File: src/rtl/load_writeback_queue_if.sv
// Handshake bundle between the memory stage, the data bus and the register-file write port
// of the load writeback queue.
interface load_writeback_queue_if #(
  parameter int DATA_W = 32,
  parameter int REG_W  = 5
);
  logic              req_valid;
  logic              req_ready;
  logic [REG_W-1:0]  req_dst;
  logic [1:0]        req_size;
  logic              req_signed;
  logic [1:0]        req_offset;
  logic              resp_valid;
  logic [DATA_W-1:0] resp_data;
  logic              alu_valid;
  logic              alu_ready;
  logic [REG_W-1:0]  alu_dst;
  logic [DATA_W-1:0] alu_data;
  logic              wr_en;
  logic [REG_W-1:0]  wr_reg;
  logic [DATA_W-1:0] wr_word;
  logic              load_done;

  modport master (
    output req_valid, req_dst, req_size, req_signed, req_offset,
    output resp_valid, resp_data,
    output alu_valid, alu_dst, alu_data,
    input  req_ready, alu_ready, wr_en, wr_reg, wr_word, load_done
  );

  modport slave (
    input  req_valid, req_dst, req_size, req_signed, req_offset,
    input  resp_valid, resp_data,
    input  alu_valid, alu_dst, alu_data,
    output req_ready, alu_ready, wr_en, wr_reg, wr_word, load_done
  );
endinterface

File: src/rtl/load_writeback_queue.sv
// Writeback stage with a FIFO of outstanding loads: aligns bus responses, merges them with
// ALU results onto one registered register-file write port, and exports a pending-load mask.
module load_writeback_queue #(
  parameter int DEPTH  = 4,
  parameter int DATA_W = 32,
  parameter int REG_W  = 5
) (
  input  logic                   clk,
  input  logic                   resetn,
  load_writeback_queue_if.slave  bus,
  input  logic                   flush,
  output logic [(2**REG_W)-1:0]  busy_mask,
  output logic [$clog2(DEPTH):0] pending_cnt,
  output logic                   resp_err
);
  localparam int PTR_W = $clog2(DEPTH);
  localparam int CNT_W = PTR_W + 1;

  logic [REG_W-1:0]  ent_dst    [DEPTH];
  logic [1:0]        ent_size   [DEPTH];
  logic              ent_signed [DEPTH];
  logic [1:0]        ent_offset [DEPTH];
  logic              ent_killed [DEPTH];
  logic              ent_valid  [DEPTH];

  logic [PTR_W-1:0]  head;
  logic [PTR_W-1:0]  tail;
  logic [CNT_W-1:0]  count;

  logic              empty;
  logic              full;
  logic              push;
  logic              pop;
  logic              load_wr;
  logic              alu_acc;
  logic [7:0]        byte_sel;
  logic [15:0]       half_sel;
  logic [DATA_W-1:0] load_word;

  // Ready depends only on occupancy, so a full queue refuses a push even while popping.
  assign empty           = (count == '0);
  assign full            = (count == CNT_W'(DEPTH));
  assign push            = bus.req_valid && !full;
  assign pop             = bus.resp_valid && !empty;
  assign load_wr         = pop && !ent_killed[head];
  assign alu_acc         = bus.alu_valid && !load_wr;
  assign bus.req_ready   = !full;
  assign bus.alu_ready   = !load_wr;
  assign pending_cnt     = count;

  always_comb begin
    byte_sel = bus.resp_data[{ent_offset[head], 3'b000} +: 8];
    half_sel = ent_offset[head][1] ? bus.resp_data[31:16] : bus.resp_data[15:0];
    case (ent_size[head])
      2'd0:    load_word = {{(DATA_W-8){ent_signed[head] & byte_sel[7]}}, byte_sel};
      2'd1:    load_word = {{(DATA_W-16){ent_signed[head] & half_sel[15]}}, half_sel};
      default: load_word = bus.resp_data;
    endcase
  end

  always_comb begin
    busy_mask = '0;
    for (int i = 0; i < DEPTH; i++) begin
      if (ent_valid[i] && !ent_killed[i] && ent_dst[i] != '0)
        busy_mask[ent_dst[i]] = 1'b1;
    end
  end

  // A flush marks live entries killed; a push in the same cycle lands already killed.
  always_ff @(posedge clk or negedge resetn) begin
    if (!resetn) begin
      head  <= '0;
      tail  <= '0;
      count <= '0;
      for (int i = 0; i < DEPTH; i++) begin
        ent_dst[i]    <= '0;
        ent_size[i]   <= '0;
        ent_signed[i] <= 1'b0;
        ent_offset[i] <= '0;
        ent_killed[i] <= 1'b0;
        ent_valid[i]  <= 1'b0;
      end
    end else begin
      if (flush) begin
        for (int i = 0; i < DEPTH; i++) begin
          if (ent_valid[i])
            ent_killed[i] <= 1'b1;
        end
      end
      if (pop) begin
        ent_valid[head] <= 1'b0;
        head            <= head + PTR_W'(1);
      end
      if (push) begin
        ent_dst[tail]    <= bus.req_dst;
        ent_size[tail]   <= bus.req_size;
        ent_signed[tail] <= bus.req_signed;
        ent_offset[tail] <= bus.req_offset;
        ent_killed[tail] <= flush;
        ent_valid[tail]  <= 1'b1;
        tail             <= tail + PTR_W'(1);
      end
      count <= count + CNT_W'(push) - CNT_W'(pop);
    end
  end

  // Register 0 is never written, so both the enable and the load qualifier drop for it.
  always_ff @(posedge clk or negedge resetn) begin
    if (!resetn) begin
      bus.wr_en     <= 1'b0;
      bus.wr_reg    <= '0;
      bus.wr_word   <= '0;
      bus.load_done <= 1'b0;
      resp_err      <= 1'b0;
    end else begin
      bus.wr_en     <= (load_wr && ent_dst[head] != '0) || (alu_acc && bus.alu_dst != '0);
      bus.load_done <= load_wr && ent_dst[head] != '0;
      if (load_wr) begin
        bus.wr_reg  <= ent_dst[head];
        bus.wr_word <= load_word;
      end else if (alu_acc) begin
        bus.wr_reg  <= bus.alu_dst;
        bus.wr_word <= bus.alu_data;
      end
      if (bus.resp_valid && empty)
        resp_err <= 1'b1;
    end
  end
endmodule

File: src/flat_wrapper.sv
// flat-port wrapper written by rule: the top's interface ports become plain ports
module load_writeback_queue_flat 
#(
  parameter int DEPTH  = 4,
  parameter int DATA_W = 32,
  parameter int REG_W  = 5
)
  (clk, resetn, flush, busy_mask, pending_cnt, resp_err, bus_req_valid, bus_req_dst, bus_req_size, bus_req_signed, bus_req_offset, bus_resp_valid, bus_resp_data, bus_alu_valid, bus_alu_dst, bus_alu_data, bus_req_ready, bus_alu_ready, bus_wr_en, bus_wr_reg, bus_wr_word, bus_load_done);
  load_writeback_queue_if #(.DATA_W(DATA_W), .REG_W(REG_W)) bus_i ();
  input  logic clk;
  input  logic resetn;
  input  logic flush;
  output logic [(2**REG_W)-1:0] busy_mask;
  output logic [$clog2(DEPTH):0] pending_cnt;
  output logic resp_err;
  input wire logic [$bits(bus_i.req_valid)-1:0] bus_req_valid;
  input wire logic [$bits(bus_i.req_dst)-1:0] bus_req_dst;
  input wire logic [$bits(bus_i.req_size)-1:0] bus_req_size;
  input wire logic [$bits(bus_i.req_signed)-1:0] bus_req_signed;
  input wire logic [$bits(bus_i.req_offset)-1:0] bus_req_offset;
  input wire logic [$bits(bus_i.resp_valid)-1:0] bus_resp_valid;
  input wire logic [$bits(bus_i.resp_data)-1:0] bus_resp_data;
  input wire logic [$bits(bus_i.alu_valid)-1:0] bus_alu_valid;
  input wire logic [$bits(bus_i.alu_dst)-1:0] bus_alu_dst;
  input wire logic [$bits(bus_i.alu_data)-1:0] bus_alu_data;
  output wire logic [$bits(bus_i.req_ready)-1:0] bus_req_ready;
  output wire logic [$bits(bus_i.alu_ready)-1:0] bus_alu_ready;
  output wire logic [$bits(bus_i.wr_en)-1:0] bus_wr_en;
  output wire logic [$bits(bus_i.wr_reg)-1:0] bus_wr_reg;
  output wire logic [$bits(bus_i.wr_word)-1:0] bus_wr_word;
  output wire logic [$bits(bus_i.load_done)-1:0] bus_load_done;
  assign bus_i.req_valid = bus_req_valid;
  assign bus_i.req_dst = bus_req_dst;
  assign bus_i.req_size = bus_req_size;
  assign bus_i.req_signed = bus_req_signed;
  assign bus_i.req_offset = bus_req_offset;
  assign bus_i.resp_valid = bus_resp_valid;
  assign bus_i.resp_data = bus_resp_data;
  assign bus_i.alu_valid = bus_alu_valid;
  assign bus_i.alu_dst = bus_alu_dst;
  assign bus_i.alu_data = bus_alu_data;
  assign bus_req_ready = bus_i.req_ready;
  assign bus_alu_ready = bus_i.alu_ready;
  assign bus_wr_en = bus_i.wr_en;
  assign bus_wr_reg = bus_i.wr_reg;
  assign bus_wr_word = bus_i.wr_word;
  assign bus_load_done = bus_i.load_done;
  load_writeback_queue #(.DEPTH(DEPTH), .DATA_W(DATA_W), .REG_W(REG_W)) u_core (.clk(clk), .resetn(resetn), .bus(bus_i), .flush(flush), .busy_mask(busy_mask), .pending_cnt(pending_cnt), .resp_err(resp_err));
endmodule
File: config.mk
export PLATFORM = sky130hd
export DESIGN_NAME = load_writeback_queue_flat
export DESIGN_NICKNAME = d
export VERILOG_FILES = /design/src/rtl/load_writeback_queue_if.sv /design/src/rtl/load_writeback_queue.sv /design/src/flat_wrapper.sv
export SDC_FILE = /design/constraint.sdc
export NUM_CORES = 1
export LEC_CHECK = 0
export ABC_AREA = 1
export CAP_MARGIN = 25
export CORE_AREA = 4 4 140 142
export DETAILED_ROUTE_END_ITERATION = 12
export DIE_AREA = 0 0 144 146
export PLACE_DENSITY = 0.71
export SLEW_MARGIN = 20
export SYNTH_ARGS = -nofsm -noshare
export SYNTH_HDL_FRONTEND = slang
export SYNTH_SLANG_ARGS = --single-unit
File: constraint.sdc
create_clock -name clk -period 1.9 [get_ports clk]
set_input_delay 0.38 -clock clk [delete_from_list [all_inputs] [get_ports clk]]
set_output_delay 0.38 -clock clk [all_outputs]
set_load 0.05 [all_outputs]
==> flow_summary.ini <==
[status]
status = complete, but fails checks
violations = setup timing

[logic_synthesis]
syn_inst = 939
synthFlopType = dfrtp_1
synthArstFlopShare_pct = 100
synth_edf_count = 0
post-synth-top-area-fraction_pct = 37.5
syn_area_sq_um = 6330
ys_top_cells_by_area = dfrtp_1, nand2_1, nand3_1
synth_area_leader_cell = dfrtp_1
synth_fp_nets = 1035
syn_avg_cell_area_sq_um = 6.75
ys_types = 40
synth-seq-area-share_pct = 37.5
yosys_warnings = 0
synth-seq-cells = 95

[grt]
grt_use_total_pct = 23.0
grt_pass1_vias = 7423
grt_overflow = 0
antenna_found_initial = 0
grt_first_pass_wirelength_mm = 38.9
grt_max_degree = 41

[power_and_ir_drop]
leakagePower_nw = 5.46
switchingPower_mw = 9.94
ir_drop_mv = 1.10
combPwrFrac_pct = 70.7
power_density_nw_per_um2 = 1730
finalPower_mw = 19.5
power.share.clock_pct = 10.3
power.switching_fraction_pct = 50.9
intPower_mw = 9.57
seqPwrFrac_pct = 19.0

[final_layout]
largest_reg_flops = 32
max_flop_register = u_core.bus.wr_word
layout.nets = 1334
drive_gt1_share_pct = 32.4
fill_cells = 1547
area_delta_synth_final_pct = 77.7
antenna_cells = 0
final_cell_mix = nand2_1, buf_4, dfrtp_1
layout_commonest_cell = nand2_1
reg.largest.list = u_core.bus.wr_word: 32 flops, u_core.ent_dst: 20 flops

[setup_path]
critPathTopFamily = simple AND/OR/NAND/NOR gates
worstSetupStartpointType = flip-flop
cp_cell_sequence = buf_6, nor3_4, nand2_2, nand2_2, buf_6, inv_8, nand3_4, inv_8, nand2_2, nand4_1, buf_12
crit_type = reg2out
crit_arrival_ns = 2.01
cp_max_fo = 7
cp_common_cell = nand2_2
slowest_stage = dfrtp_1
max_stage_delay_ns = 0.41
required_ns = 1.52
worst-path-buf-inv = 5
crit_path_end_kind = output pin

[die]
die-area_sq_um = 21000
core_sq_um = 18500
floorplan.rows = 50
start_util_pct = 34.3
die_x_microns = 144
ios = 162
die_height_microns = 146

[place]
place_ws_ns = -0.383
io_buffers = 160
dpl.hpwl_mm = 18.6
gp_congestion = 0.973

[sta]
setup_ws_ns = -0.488
rsz0062_at_grt = yes
skew_ns = 0.00818
fmax_ghz = 0.419
drv_slew = 0
max_slew.worst_pin.slew_ns = 0.529
relSlewSlack_pct = 64.7
finalCritPeriodShare_pct = 126
setup_viol = 33
hold_violations = 0
fin_crit_ns = 2.39

[job]
cap_violations = 0

[detailed_routing]
dr_wl_met2_mm = 12.2
highest_layer = met4
drt_iter0_markers = 663
wl_met1_mm = 10.7
drc = 0
vias = 7765
vias_per_cell = 5.26
ant_nets = 0
wl_per_cell_microns = 17.4
detail_route.wirelength_mm = 25.7
drtPass1Iterations = 5
wl_met3_mm = 2.04

[cts]
cts_htree_levels = 3
cts_root_buf = clkbuf_16
clock_sinks = 95
insertion_delay_ns = 0.34
clkSlewWorstSetupHoldPaths_ns = 0.07
cts_tree = built
cts_max_path_buffers = 2
cts_buffers = 9

[worst_hold_path]
worstHoldPathType = reg2reg
-- worst paths after layout --
| check | from | endpoint | slack [ns] | depth (start not counted) |
|---|---|---|---|---|
| setup / recovery | u_core.ent_dst[2] | busy_mask[5] | -0.49 | 11 |
| hold / removal | u_core.ent_signed[2] | u_core.ent_signed[2] | 0.47 | 2 |
| setup reg to reg | u_core.pending_cnt[0] | u_core.pending_cnt[2] | -0.07 | 8 |
| hold reg to reg | u_core.ent_signed[2] | u_core.ent_signed[2] | 0.47 | 2 |
| max in group asynchronous | resetn | u_core.ent_dst[10] | 0.80 | 3 |
| min in group asynchronous | resetn | u_core.bus.wr_word[25] | 0.52 | 2 |
-- cell families after synthesis --
group | after synthesis | synth area share (%)
and+or+nand+nor | 559 | 37.5
AOI/OAI and AO/OA | 145 | 13.8
buffers and inverters | 124 | 8.28
DFF | 95 | 37.5
adders and majority gates | 11 | 2.29
xor gates and xnor gates | 4 | 0.553
other | 1 | 0.0592
-- worst min-delay path: cells and delay by family, from the launching register on --
family / cells / cell delay [ns]
DFF: 1 / 0.35
and+or+nand+nor: 2 / 0.09
-- power groups by stage --
stage | clock network [mW] | logic [mW] | registers [mW]
after detailed placement | 0 | 11.9 | 3.69
after CTS | 2.03 | 12.9 | 3.68
final | 2.01 | 13.8 | 3.70
after floorplan | 0 | 5.48 | 5.31
after global routing | 2.11 | 14.8 | 3.82
after global placement | 0 | 11.6 | 3.66
-- per-layer routing --
| metal | vias to the layer above | track usage (%) |
|---|---|---|
| met1 | 3678 | 31.6 |
| li1 | 3680 | - |
| met3 | 59 | 4.53 |
| met5 | - | 0 |
| met2 | 348 | 36.5 |
| met4 | 0 | 6.97 |
-- area by class of cell --
type / instances / area (sq um) / area share, %
timing repair buffer: 327 / 3510 / 31.2
clock buffer: 11 / 253 / 2.25
clock inverter: 4 / 76.3 / 0.678
tap: 234 / 293 / 2.60
inverter: 84 / 360 / 3.20
sequential: 95 / 2380 / 21.2
multi-input combinational: 720 / 4370 / 38.8
timing repair inverter: 1 / 5.00 / 0.0445
-- through the flow --
step                setup TNS, ns  hold slack [ns]  cells  util, %  cell area [sq um]
global placement            -5.95            0.347   1424     52.7               9720
global route               -13.94            0.499   1476     61.0              11300
detailed placement          -7.76            0.351   1424     52.7               9720
floorplan                   -2.53           0.0844    939        -               6660
CTS                        -10.49            0.481   1462     58.5              10800
finish                     -11.21            0.473   1476     61.0              11300
-- Yosys cell counts, types with 2 or more instances --
| master | count |
|---|---|
| o2111ai_1 | 17 |
| nor3_1 | 28 |
| o211ai_1 | 4 |
| nand2_2 | 5 |
| nand2_4 | 4 |
| inv_2 | 4 |
| nor4_1 | 2 |
| buf_2 | 8 |
| nand2_1 | 327 |
| buf_6 | 3 |
| nand4_1 | 3 |
| nor2_1 | 93 |
| ha_1 | 10 |
| a22oi_1 | 10 |
| nor2_8 | 2 |
| o22ai_1 | 3 |
| nand3_1 | 87 |
| o21ai_0 | 54 |
| dfrtp_1 | 95 |
| a21oi_1 | 41 |
| o221ai_1 | 4 |
| clkbuf_1 | 22 |
| xor2_1 | 3 |
| o311ai_0 | 4 |
| a31oi_1 | 4 |
| nand3_2 | 3 |
| inv_1 | 80 |
| buf_4 | 7 |
-- what timing repair did --
| action | CTS | global route |
|---|---|---|
| endpoints found under the hold margin | 21 | 0 |
| resized for setup | 135 | 87 |
| hold buffers | 1 | 0 |
| endpoints found under the setup margin | 47 | 90 |
| cloned | 1 | 5 |
| pin swaps | 33 | 36 |
| buffers inserted | 22 | 14 |
Power figures use the tool's default switching activity.
